File: config.mk
export PLATFORM = sky130hd
export DESIGN_NAME = xadc_scan_dmm
export DESIGN_NICKNAME = d
export VERILOG_FILES = /design/src/rtl/xadc_pkg.sv /design/src/rtl/xadc_scan_dmm_bin2bcd_seq.sv /design/src/rtl/xadc_scan_dmm.sv
export SDC_FILE = /design/constraint.sdc
export NUM_CORES = 1
export LEC_CHECK = 0
export CORE_MARGIN = 2
export CORE_UTILIZATION = 50
export CTS_BUF_LIST = sky130_fd_sc_hd__clkbuf_8
export CTS_CLUSTER_SIZE = 20
export DETAILED_ROUTE_END_ITERATION = 7
export PLACE_DENSITY = 0.71
export SLEW_MARGIN = 10
export SYNTH_ARGS = -nofsm -noshare
export SYNTH_HDL_FRONTEND = slang
export SYNTH_SLANG_ARGS = --single-unit
export TNS_END_PERCENT = 20
File: constraint.sdc
create_clock -name CLK100MHZ -period 4.8 [get_ports CLK100MHZ]
set_clock_uncertainty 0.05 [all_clocks]
set_input_delay 0.72 -clock CLK100MHZ [delete_from_list [all_inputs] [get_ports CLK100MHZ]]
set_output_delay 0.72 -clock CLK100MHZ [all_outputs]
set_load 0.02 [all_outputs]
File: src/rtl/xadc_pkg.sv
// Shared definitions for the XADC scanning voltmeter.
//   ADC_CODE_W  : width of a stored conversion code
//   DRP_ADDR_W  : width of a DRP register address
//   OVR_THRESH  : codes at or above this value are reported as full scale
//   scan_state_t: DRP read sequencer states
package xadc_pkg;
   localparam int ADC_CODE_W = 12;
   localparam int DRP_ADDR_W = 7;
   localparam logic [ADC_CODE_W-1:0] OVR_THRESH = 12'd4093;

   typedef enum logic [1:0] {
      S_IDLE = 2'd0,
      S_REQ  = 2'd1,
      S_WAIT = 2'd2
   } scan_state_t;
endpackage

File: src/rtl/xadc_scan_dmm_bin2bcd_seq.sv
// Iterative double-dabble binary to BCD converter, one input bit per cycle.
//   clk, rst_n : clock, asynchronous active-low reset
//   start      : load bin and begin (ignored while busy)
//   bin        : unsigned binary input
//   busy       : conversion in progress
//   done       : one-cycle pulse, bcd updated in the same cycle
//   bcd        : registered result, digit 0 in LSBs
module bin2bcd_seq #(
   parameter int BIN_W      = 20,
   parameter int NUM_DIGITS = 7
) (
   input  logic                    clk,
   input  logic                    rst_n,
   input  logic                    start,
   input  logic [BIN_W-1:0]        bin,
   output logic                    busy,
   output logic                    done,
   output logic [4*NUM_DIGITS-1:0] bcd
);
   localparam int CNT_W = $clog2(BIN_W + 1);
   localparam int BCD_W = 4 * NUM_DIGITS;

   logic [BIN_W-1:0] r_sh;
   logic [BCD_W-1:0] r_acc;
   logic [BCD_W-1:0] r_bcd;
   logic [CNT_W-1:0] r_cnt;
   logic             r_busy;
   logic             r_done;
   logic [BCD_W-1:0] w_adj;
   logic [BCD_W-1:0] w_acc_nxt;

   function automatic logic [BCD_W-1:0] f_add3(input logic [BCD_W-1:0] a);
      logic [BCD_W-1:0] r;
      r = a;
      for (int i = 0; i < NUM_DIGITS; i++)
         if (a[4*i +: 4] >= 4'd5) r[4*i +: 4] = a[4*i +: 4] + 4'd3;
      return r;
   endfunction

   assign w_adj     = f_add3(r_acc);
   assign w_acc_nxt = {w_adj[BCD_W-2:0], r_sh[BIN_W-1]};

   always_ff @(posedge clk or negedge rst_n) begin
      if (!rst_n) begin
         r_busy <= 1'b0;
         r_done <= 1'b0;
         r_cnt  <= '0;
         r_bcd  <= '0;
      end else begin
         r_done <= 1'b0;
         if (start && !r_busy) begin
            r_busy <= 1'b1;
            r_cnt  <= CNT_W'(BIN_W);
         end else if (r_busy) begin
            r_cnt <= r_cnt - 1'b1;
            // Last iteration writes the finished value straight to the output.
            if (r_cnt == CNT_W'(1)) begin
               r_busy <= 1'b0;
               r_done <= 1'b1;
               r_bcd  <= w_acc_nxt;
            end
         end
      end
   end

   always_ff @(posedge clk) begin
      if (start && !r_busy) begin
         r_sh  <= bin;
         r_acc <= '0;
      end else if (r_busy) begin
         r_sh  <= {r_sh[BIN_W-2:0], 1'b0};
         r_acc <= w_acc_nxt;
      end
   end

   assign busy = r_busy;
   assign done = r_done;
   assign bcd  = r_bcd;
endmodule

File: src/rtl/xadc_scan_dmm.sv
// Multi-channel XADC voltmeter: round-robin DRP reads, per-channel code store,
// periodic microvolt scaling and BCD conversion of the selected channel.
//   CLK100MHZ, CPU_RESETN : clock, asynchronous active-low reset
//   eoc_in, drdy_in, do_in: XADC end-of-conversion and DRP read return
//   daddr_out, den_out    : DRP read request
//   sel, hold             : displayed channel, display freeze
//   ch_valid, sample_out  : channels read so far, live code of channel sel
//   digits_out/_valid     : BCD microvolts and update pulse
//   overrange, drp_timeout: last conversion clamped, sticky DRP read timeout
module xadc_scan_dmm
   import xadc_pkg::*;
#(
   parameter int NUM_CH = 4,
   parameter logic [DRP_ADDR_W*NUM_CH-1:0] CH_ADDR_LIST = {7'h1b, 7'h1a, 7'h13, 7'h12},
   parameter int CLK_HZ        = 100_000_000,
   parameter int REFRESH_HZ    = 10,
   parameter int FULL_SCALE_UV = 1_000_000,
   parameter int NUM_DIGITS    = 7,
   parameter int DRDY_TIMEOUT  = 255,
   localparam int SEL_W = (NUM_CH > 1) ? $clog2(NUM_CH) : 1
) (
   input  logic                    CLK100MHZ,
   input  logic                    CPU_RESETN,
   input  logic                    eoc_in,
   input  logic                    drdy_in,
   input  logic [15:0]             do_in,
   output logic [DRP_ADDR_W-1:0]   daddr_out,
   output logic                    den_out,
   input  logic [SEL_W-1:0]        sel,
   input  logic                    hold,
   output logic [NUM_CH-1:0]       ch_valid,
   output logic [ADC_CODE_W-1:0]   sample_out,
   output logic [4*NUM_DIGITS-1:0] digits_out,
   output logic                    digits_valid,
   output logic                    overrange,
   output logic                    drp_timeout
);
   localparam int BIN_W  = $clog2(FULL_SCALE_UV + 1);
   localparam int DIV    = CLK_HZ / REFRESH_HZ;
   localparam int RCNT_W = (DIV > 1) ? $clog2(DIV) : 1;
   localparam int WCNT_W = (DRDY_TIMEOUT > 1) ? $clog2(DRDY_TIMEOUT) : 1;
   localparam int PROD_W = ADC_CODE_W + BIN_W;
   localparam logic [BIN_W-1:0] FS = BIN_W'(FULL_SCALE_UV);

   scan_state_t             r_state;
   logic [SEL_W-1:0]        r_idx;
   logic                    r_den;
   logic [DRP_ADDR_W-1:0]   r_daddr;
   logic [WCNT_W-1:0]       r_wcnt;
   logic [ADC_CODE_W-1:0]   r_code [NUM_CH];
   logic [NUM_CH-1:0]       r_ch_valid;
   logic                    r_timeout;
   logic [RCNT_W-1:0]       r_rcnt;
   logic                    r_vld_p0;
   logic [ADC_CODE_W-1:0]   r_code_p0;
   logic                    r_ovr_p1;

   logic                    w_tick;
   logic                    w_sel_ok;
   logic                    w_sel_valid;
   logic [ADC_CODE_W-1:0]   w_sample;
   logic                    w_accept;
   logic [BIN_W-1:0]        w_bin;
   logic                    w_busy;
   logic                    w_done;
   logic [4*NUM_DIGITS-1:0] w_bcd;

   // Codes near the top of the range are forced to exactly full scale.
   function automatic logic [BIN_W-1:0] f_scale_sat(input logic [ADC_CODE_W-1:0] c);
      logic [PROD_W-1:0] p;
      p = PROD_W'(c) * PROD_W'(FS);
      if (c >= OVR_THRESH) return FS;
      return p[PROD_W-1:ADC_CODE_W];
   endfunction

   always_ff @(posedge CLK100MHZ or negedge CPU_RESETN) begin
      if (!CPU_RESETN) begin
         r_state    <= S_IDLE;
         r_idx      <= '0;
         r_den      <= 1'b0;
         r_daddr    <= CH_ADDR_LIST[DRP_ADDR_W-1:0];
         r_wcnt     <= '0;
         r_ch_valid <= '0;
         r_timeout  <= 1'b0;
         for (int i = 0; i < NUM_CH; i++) r_code[i] <= '0;
      end else begin
         r_den <= 1'b0;
         case (r_state)
            S_IDLE: if (eoc_in) begin
               r_state <= S_REQ;
               r_den   <= 1'b1;
               r_daddr <= CH_ADDR_LIST[DRP_ADDR_W*r_idx +: DRP_ADDR_W];
            end
            S_REQ: begin
               r_state <= S_WAIT;
               r_wcnt  <= '0;
            end
            S_WAIT: if (drdy_in) begin
               r_code[r_idx]     <= do_in[15:4];
               r_ch_valid[r_idx] <= 1'b1;
               r_idx   <= (r_idx == SEL_W'(NUM_CH-1)) ? '0 : r_idx + 1'b1;
               r_state <= S_IDLE;
            end else if (r_wcnt == WCNT_W'(DRDY_TIMEOUT-1)) begin
               // Abandon the read; the same channel is retried on the next eoc.
               r_timeout <= 1'b1;
               r_state   <= S_IDLE;
            end else begin
               r_wcnt <= r_wcnt + 1'b1;
            end
            default: r_state <= S_IDLE;
         endcase
      end
   end

   always_ff @(posedge CLK100MHZ or negedge CPU_RESETN) begin
      if (!CPU_RESETN) r_rcnt <= '0;
      else             r_rcnt <= w_tick ? '0 : r_rcnt + 1'b1;
   end

   assign w_tick   = (r_rcnt == RCNT_W'(DIV-1));
   assign w_sel_ok = ({1'b0, sel} < (SEL_W+1)'(NUM_CH));

   always_comb begin
      w_sample    = '0;
      w_sel_valid = 1'b0;
      if (w_sel_ok) begin
         w_sample    = r_code[sel];
         w_sel_valid = r_ch_valid[sel];
      end
   end

   assign w_accept = w_tick & ~r_vld_p0 & ~w_busy & ~hold & w_sel_valid;

   // Stage 0: latch the selected code on an accepted tick.
   always_ff @(posedge CLK100MHZ or negedge CPU_RESETN) begin
      if (!CPU_RESETN) begin
         r_vld_p0 <= 1'b0;
         r_ovr_p1 <= 1'b0;
      end else begin
         r_vld_p0 <= w_accept;
         if (r_vld_p0) r_ovr_p1 <= (r_code_p0 >= OVR_THRESH);
      end
   end

   always_ff @(posedge CLK100MHZ) begin
      if (w_accept) r_code_p0 <= w_sample;
   end

   // Stage 1: scale to microvolts and hand off to the BCD converter.
   assign w_bin = f_scale_sat(r_code_p0);

   bin2bcd_seq #(
      .BIN_W      (BIN_W),
      .NUM_DIGITS (NUM_DIGITS)
   ) u_bcd (
      .clk   (CLK100MHZ),
      .rst_n (CPU_RESETN),
      .start (r_vld_p0),
      .bin   (w_bin),
      .busy  (w_busy),
      .done  (w_done),
      .bcd   (w_bcd)
   );

   assign daddr_out    = r_daddr;
   assign den_out      = r_den;
   assign ch_valid     = r_ch_valid;
   assign sample_out   = w_sample;
   assign digits_out   = w_bcd;
   assign digits_valid = w_done;
   assign overrange    = r_ovr_p1;
   assign drp_timeout  = r_timeout;
endmodule

# == Word-level counts from Yosys, hierarchy flattened ==
# Index checks and enable logic that the tools add are counted.
# word_totals
regBits,194
input_bits,23
output_inout_bits,55
# classes
addsub,11
n_mul,2
order_cmp,14
n_eq_ne,10
shift,1
mux,41
n_bitwise,12
reduce_logical,13
# ops
cell,count
20-bit 2-to-1 mux,4
48-bit bitwise mux,1
12-bit 2-to-1 mux,3
"4-bit by 3-bit greater-or-equal comparator with 1-bit output, second input constant",7
"28-bit by 6-bit variable part select with 7-bit output, first input constant",1
"12-bit by 14-bit multiplier with 26-bit output, second input constant",1
"24-bit by 1-bit adder with 24-bit output, second input constant",1
"4-bit by 2-bit adder with 4-bit output, second input constant",6
12-bit binary-select mux with 2-bit select,1
12-bit demux with 2-bit select,1
"24-bit equality test, second input constant",1
24-bit 2-to-1 mux,1
4-bit 2-to-1 mux,6
8-bit 2-to-1 mux,2
8-bit case mux with 2 select lines,1
"12-bit greater-or-equal comparator, second input constant",1
1-bit 2-to-1 mux,11
5-bit 2-to-1 mux,2
3-bit AND reduction,3
"8-bit by 1-bit adder with 8-bit output, second input constant",1
"8-bit equality test, second input constant",1
2-bit 2-to-1 mux,4
"3-bit greater-or-equal comparator, second input constant",2
"2-bit by 3-bit less-than comparator with 1-bit output, second input constant",2
other kinds (24),40

# == Depth between registers and ports, before layout ==
# logic_depth
depth_word,6
ltp_mapped,17
mapped_depth_nobuf,16

# == Hierarchy ==
# Synthesis repeated with hierarchy kept, for this count alone.
# hier_totals
hier_cells,994
hier_area_um2,11287.1
# modules_own_cells
mod,instances,cells_each,area_each_um2,seq_area_each_um2
xadc_scan_dmm,1,664,7412.1,2712.6
bin2bcd_seq,1,330,3875.0,2037.0

# == Worst setup path after synthesis ==
# No wires, ideal clock.
# synth_path
path_type,register -> register
from,register r_code_p0[3]
to,register u_bcd.r_sh[16] (data pin)
setup_time_ps,276
t_arrival_ps,4433
slack_ps,41
stages_incl_launch_ff,15
period_less_slack_ps,4759
cell_sequence,edfxtp_1 > fa_1 > ha_1 > fa_1 > fa_1 > inv_1 > fa_1 > inv_1 > ha_1 > a211oi_1 > o211ai_1 > a221o_1 > or3_1 > mux2i_1 > a311oi_1
# synth_between
elab_chain_cells,4
elab_cells_between_ends,5
classes_between,1 x mul; 1 x order compare; 3 x mux
# synth_lines
element,line_no,text
"start, declared",xadc_scan_dmm.sv:55,logic [ADC_CODE_W-1:0] r_code_p0;
"start signal, assigned",xadc_scan_dmm.sv:146,if (w_accept) r_code_p0 <= w_sample;
branches (longest 2 deep; another with 12-bit by 14-bit multiplier with 26-bit output),--,
20-bit 2-to-1 mux *,xadc_scan_dmm.sv:73,return p[PROD_W-1:ADC_CODE_W];
20-bit 2-to-1 mux *,xadc_scan_dmm_bin2bcd_seq.sv:67,if (start && !r_busy) begin
"end signal, assigned",xadc_scan_dmm_bin2bcd_seq.sv:68,r_sh <= bin;
"end signal, assigned",xadc_scan_dmm_bin2bcd_seq.sv:71,"r_sh <= {r_sh[BIN_W-2:0], 1'b0};"
"end, declared",xadc_scan_dmm_bin2bcd_seq.sv:23,logic [BIN_W-1:0] r_sh;
# Every way passes the cells marked *.
# A chain may end at the register's enable or synchronous reset.

# == Worst setup path in the final report ==
# layout_path
from,register r_code_p0[5]
to,register u_bcd.r_sh[16] (data pin)
# Same word-level chain as after synthesis.

==> results summary <==
After legalization and detailed placement, the total HPWL measured ~15 mm. The maximum clock rate is between 200 and 250 MHz. The number of detailed-routing iterations run before antenna repair is 5. In this run the critical register-to-register path is captured at u_bcd.r_sh[16]. The hold buffer count at cts is 0. The flop and latch count out of synthesis is ~190. In the final design database the tool counted roughly 1300 nets. The reg2reg setup slack came out at around 0.13 ns. The total power consumption of the routed design came out at approximately 4 mW.

Ranked by instance count, the synthesized netlist is headed by sky130_fd_sc_hd__dfrtp_1 (129), sky130_fd_sc_hd__ha_1 (106), sky130_fd_sc_hd__inv_1 (98). The leading area contributor after synthesis is sky130_fd_sc_hd__dfrtp_1. The clock insertion delay at the later pin of the skew report came out at 0.50 ns.

The run finished with clean final reports. The synthesis warning total is 0. Dividing total power by cell area gives a power density of between 300 and 400 mW/mm^2.

After Yosys synthesis, full adders, half adders and majority gates account for between 10% and 20% of the synthesized area. The slew at the pin with the worst max-slew slack came out at about 1.1 ns. Entering global routing, the biggest net connects 59 pins. The number of design-rule violations left by the first detailed-router iteration is ~380. In this run, synthesis inferred 32 flip-flops with an integrated enable. Counting the fill cells in the layout gives about 1800. The worst endpoint required time came out at between 4 and 5 ns. Walking the worst path, the cells encountered are fa_1 > buf_4 > ha_1 > ha_1 > fa_1 > inv_1 > fa_1 > inv_1 > ha_1 > o21ai_2 > o211ai_1 > a221o_1 > or3_1 > mux2i_1 > a311oi_1.

The count of endpoints failing setup in the final report came out at 0. Global routing finished with a remaining overflow of 0. The final wirelength came out at 20.9 mm. Among all flip-flop cells after synthesis, the most frequent one is sky130_fd_sc_hd__dfrtp_1. The initial antenna violation count is 0.

After synthesis, flip-flops and latches occupy 42.4% of the total area. Pin placement for this block handled slightly below 80 I/O pins. The min-delay analysis places its worst path in the category in2async. Across the VDD grid, the largest voltage drop is 0.355 mV. The area added between synthesis and finish is 13.4%. The compound-gate portion of the synthesized area came out at under 10%.

The top cell type's share of synthesized area came out at 28.8%. The finished cells cover 0.0127 sq mm. Global routing used ~18% of the available tracks.

The instance count on the critical path came out at 15. The worst setup path is launched from a flip-flop. The distinct cell type count after synthesis is 63. The number of vias per cell after detailed routing is 5.34. Clock tree synthesis found a total of around 190 sinks. The x dimension of the die came out at approximately 150 um. The startpoint of the most critical register-to-register path is r_code_p0[5]. The die span in y came out at around 150 um.

The share of synthesized area spent on multiplexers is 10.5%. In this design, the stage delay of the slowest critical-path cell is between 0.5 and 0.6 ns. For this run, design rule violations remaining after detail routing come to 0. The first global-routing pass estimated ~35 mm of wire. The floorplan step defined a die boundary enclosing between 0.02 and 0.025 sq mm.

The clock-pin transition on the worst setup and hold timing paths is 0.12 ns. The via count of the first global-routing pass is between 7000 and 8000. The most numerous cell in the Yosys netlist is sky130_fd_sc_hd__dfrtp_1. The sum of buffers and inverters on the critical path is 3.

Of all flip-flops after synthesis, the portion carrying an async set or reset was approximately two thirds. The critical path in this run is classified as reg2reg. The CTS buffer count came out at 17. The XOR/XNOR share of the synthesized area is under 10%.

The remaining antenna violation count came out at 0. The H-tree was split into 4 levels. The number of diodes added for antenna fixing is 0. The combined area of all synthesized cells is around 0.011 sq mm. In this design, the largest share of critical-path delay is due to adder cells.

The headroom to the max-slew limit is around 28%. The mean routed wirelength per cell came out at around 15 um. The analysis attributes to cell leakage a power of around 5.7 nW. Among all stages on the critical path, the largest delay is contributed by sky130_fd_sc_hd__fa_1.

Of all nets on the critical path, the largest fanout is 4. The final critical path takes up a little over nine tenths of the cycle. TritonCTS built the clock tree. The row count came out at between 50 and 60.

The placer congestion estimate came out at between 0.7 and 0.8. Synthesis handed over a netlist of between 1000 and 1500 instances. The most critical setup path has its endpoint at u_bcd.r_sh[16].

The synthesized area per cell is approximately 11 sq um. The core occupancy in the finished layout came out at 58.0%. The initial standard-cell utilization of the core is 51.1%.

Across the run, the number of max-cap violations was 0. After synthesis, the largest family of logic cells by area is adder cells. CTS placed an instance of sky130_fd_sc_hd__clkbuf_8 at the clock tree root. The hold violation total from the final report came out at 0. The simple-gate share of the synthesized area came out at 11.8%.

In this run the cell area measured after placement is approximately 0.012 sq mm. The fraction of layout instances using a drive strength above 1 is between 10 and 15%. The endpoint type of the worst setup path is a flip-flop. In this run the deepest clock path goes through 2 buffers. Buffers placed on the I/O ports in this run total 68. OpenSTA, run right after detailed placement, puts the worst setup slack at -0.0396 ns.

The max-slew violation total from the final report came out at 0. The worst path setup slack after routing is roughly 0.13 ns. Summing over every cut layer, the via total after detailed routing is around 7400. The data arrival time of the critical path came out at 4.84 ns. The worst path needs ~4.7 ns of the cycle, external delays included.

The most critical setup path has its startpoint at r_code_p0[5]. By area the synthesized netlist is led by sky130_fd_sc_hd__dfrtp_1 (29%), sky130_fd_sc_hd__ha_1 (12%), sky130_fd_sc_hd__edfxtp_1 (8.6%), sky130_fd_sc_hd__fa_1 (6.3%), sky130_fd_sc_hd__mux2_2 (6.0%). The area of the core is 0.0219 sq mm. The number of cells on the worst reg-to-reg path is 15.
==> sequential cells by signal, indices dropped and copies added, names as in the netlist <==
signal,flops
r_code,48
overrange,1
drp_timeout,1
u_bcd.r_sh,20
daddr_out,2
u_bcd.busy,1
ch_valid,4
r_state,2
r_code_p0,12
r_rcnt,24
r_idx,2
u_bcd.r_acc,28
r_wcnt,8
u_bcd.r_cnt,5
u_bcd.bcd,28
u_bcd.done,1
r_vld_p0,1
den_out,1
==> cell type report <==
class	instances	area (sq um)	area share, %
inverter	98	368	2.90
multi-input combinational	689	5960	46.9
clock inverter	14	158	1.24
timing repair buffer	92	858	6.76
clock buffer	18	248	1.95
sequential	189	4750	37.4
tap	280	350	2.76
==> cell families after synthesis <==
family | count (synthesis)
AO/OA/AOI/OAI | 152
buffers and inverters | 135
AND/OR/NAND/NOR | 249
multiplexers | 94
flip-flops | 189
XOR/XNOR | 48
other | 2
adder cells (fa/ha/maj) | 141
==> through the flow <==
stage          std cells  hold slack, ns  setup TNS, ns
2_1_floorplan       1013           0.374              0
3_3_place_gp        1345           0.409      -0.000203
3_5_place_dp        1345           0.397        -0.0396
4_1_cts             1377           0.232              0
5_1_grt             1380           0.272        -0.0227
6_report            1380           0.223              0
==> layout by cell type, fill, tap and decap left out, types with 18 or more instances in the layout <==
cell type                         instances
sky130_fd_sc_hd__fa_1                    35
sky130_fd_sc_hd__nand2b_1                40
sky130_fd_sc_hd__nand3_1                 19
sky130_fd_sc_hd__o31ai_1                 18
sky130_fd_sc_hd__mux2_2                  60
sky130_fd_sc_hd__xnor2_1                 29
sky130_fd_sc_hd__clkbuf_8                18
sky130_fd_sc_hd__mux2i_1                 21
sky130_fd_sc_hd__nand2_1                 87
sky130_fd_sc_hd__edfxtp_1                32
sky130_fd_sc_hd__nor2_1                  22
sky130_fd_sc_hd__clkdlybuf4s50_1         67
sky130_fd_sc_hd__o21ai_0                 53
sky130_fd_sc_hd__buf_4                   25
sky130_fd_sc_hd__xor2_1                  19
sky130_fd_sc_hd__dfrtp_1                128
sky130_fd_sc_hd__dfxtp_1                 28
sky130_fd_sc_hd__inv_1                   98
sky130_fd_sc_hd__ha_1                   105
sky130_fd_sc_hd__a21oi_1                 41
==> power by group <==
part,leakage (nW),switching (mW),internal (mW),total [mW]
Combinational,3.35,0.354,0.441,0.795
Clock,0.207,0.674,0.413,1.09
Sequential,2.13,0.136,1.88,2.02
==> worst min path at each step <==
| stage | slack (ns) | endpoint | cells past startpoint |
|---|---|---|---|
| finish | 0.22 | u_bcd.bcd[22] | 1 |
| global route | 0.27 | u_bcd.bcd[22] | 1 |
| CTS | 0.23 | u_bcd.bcd[23] | 1 |
| detailed placement | 0.40 | drp_timeout | 1 |
| global placement | 0.41 | drp_timeout | 1 |
| floorplan | 0.37 | ch_valid[0] | 0 |
==> worst register-to-register path, stage by stage, from the launching register on <==
cell and delay, ns:
sky130_fd_sc_hd__edfxtp_1 0.43, sky130_fd_sc_hd__fa_1 0.53, sky130_fd_sc_hd__buf_4 0.16, sky130_fd_sc_hd__ha_1 0.27, sky130_fd_sc_hd__ha_1 0.33, sky130_fd_sc_hd__fa_1 0.55, sky130_fd_sc_hd__inv_1 0.06, sky130_fd_sc_hd__fa_1 0.53
sky130_fd_sc_hd__inv_1 0.04, sky130_fd_sc_hd__ha_1 0.34, sky130_fd_sc_hd__o21ai_2 0.15, sky130_fd_sc_hd__o211ai_1 0.12, sky130_fd_sc_hd__a221o_1 0.35, sky130_fd_sc_hd__or3_1 0.31, sky130_fd_sc_hd__mux2i_1 0.14, sky130_fd_sc_hd__a311oi_1 0.06
==> layer usage <==
| layer | vias to the layer above | track usage (%) | part of all wire [%] |
|---|---|---|---|
| li1 | 3636 | - | - |
| met2 | 94 | 29.5 | 47 |
| met1 | 3618 | 25.2 | 49 |
| met5 | - | 0 | 0 |
| met3 | 26 | 3.86 | 3.0 |
| met4 | 0 | 5.24 | 1.4 |
==> timing repair <==
item / CTS / global route
gates resized for setup: 1 / 6
endpoints found under the setup margin: 1 / 6
pin swaps: 0 / 7
setup buffers: 0 / 3
endpoints found under the hold margin: 0 / 0
cloned: 0 / 0
(Power assumes the default switching activity.)
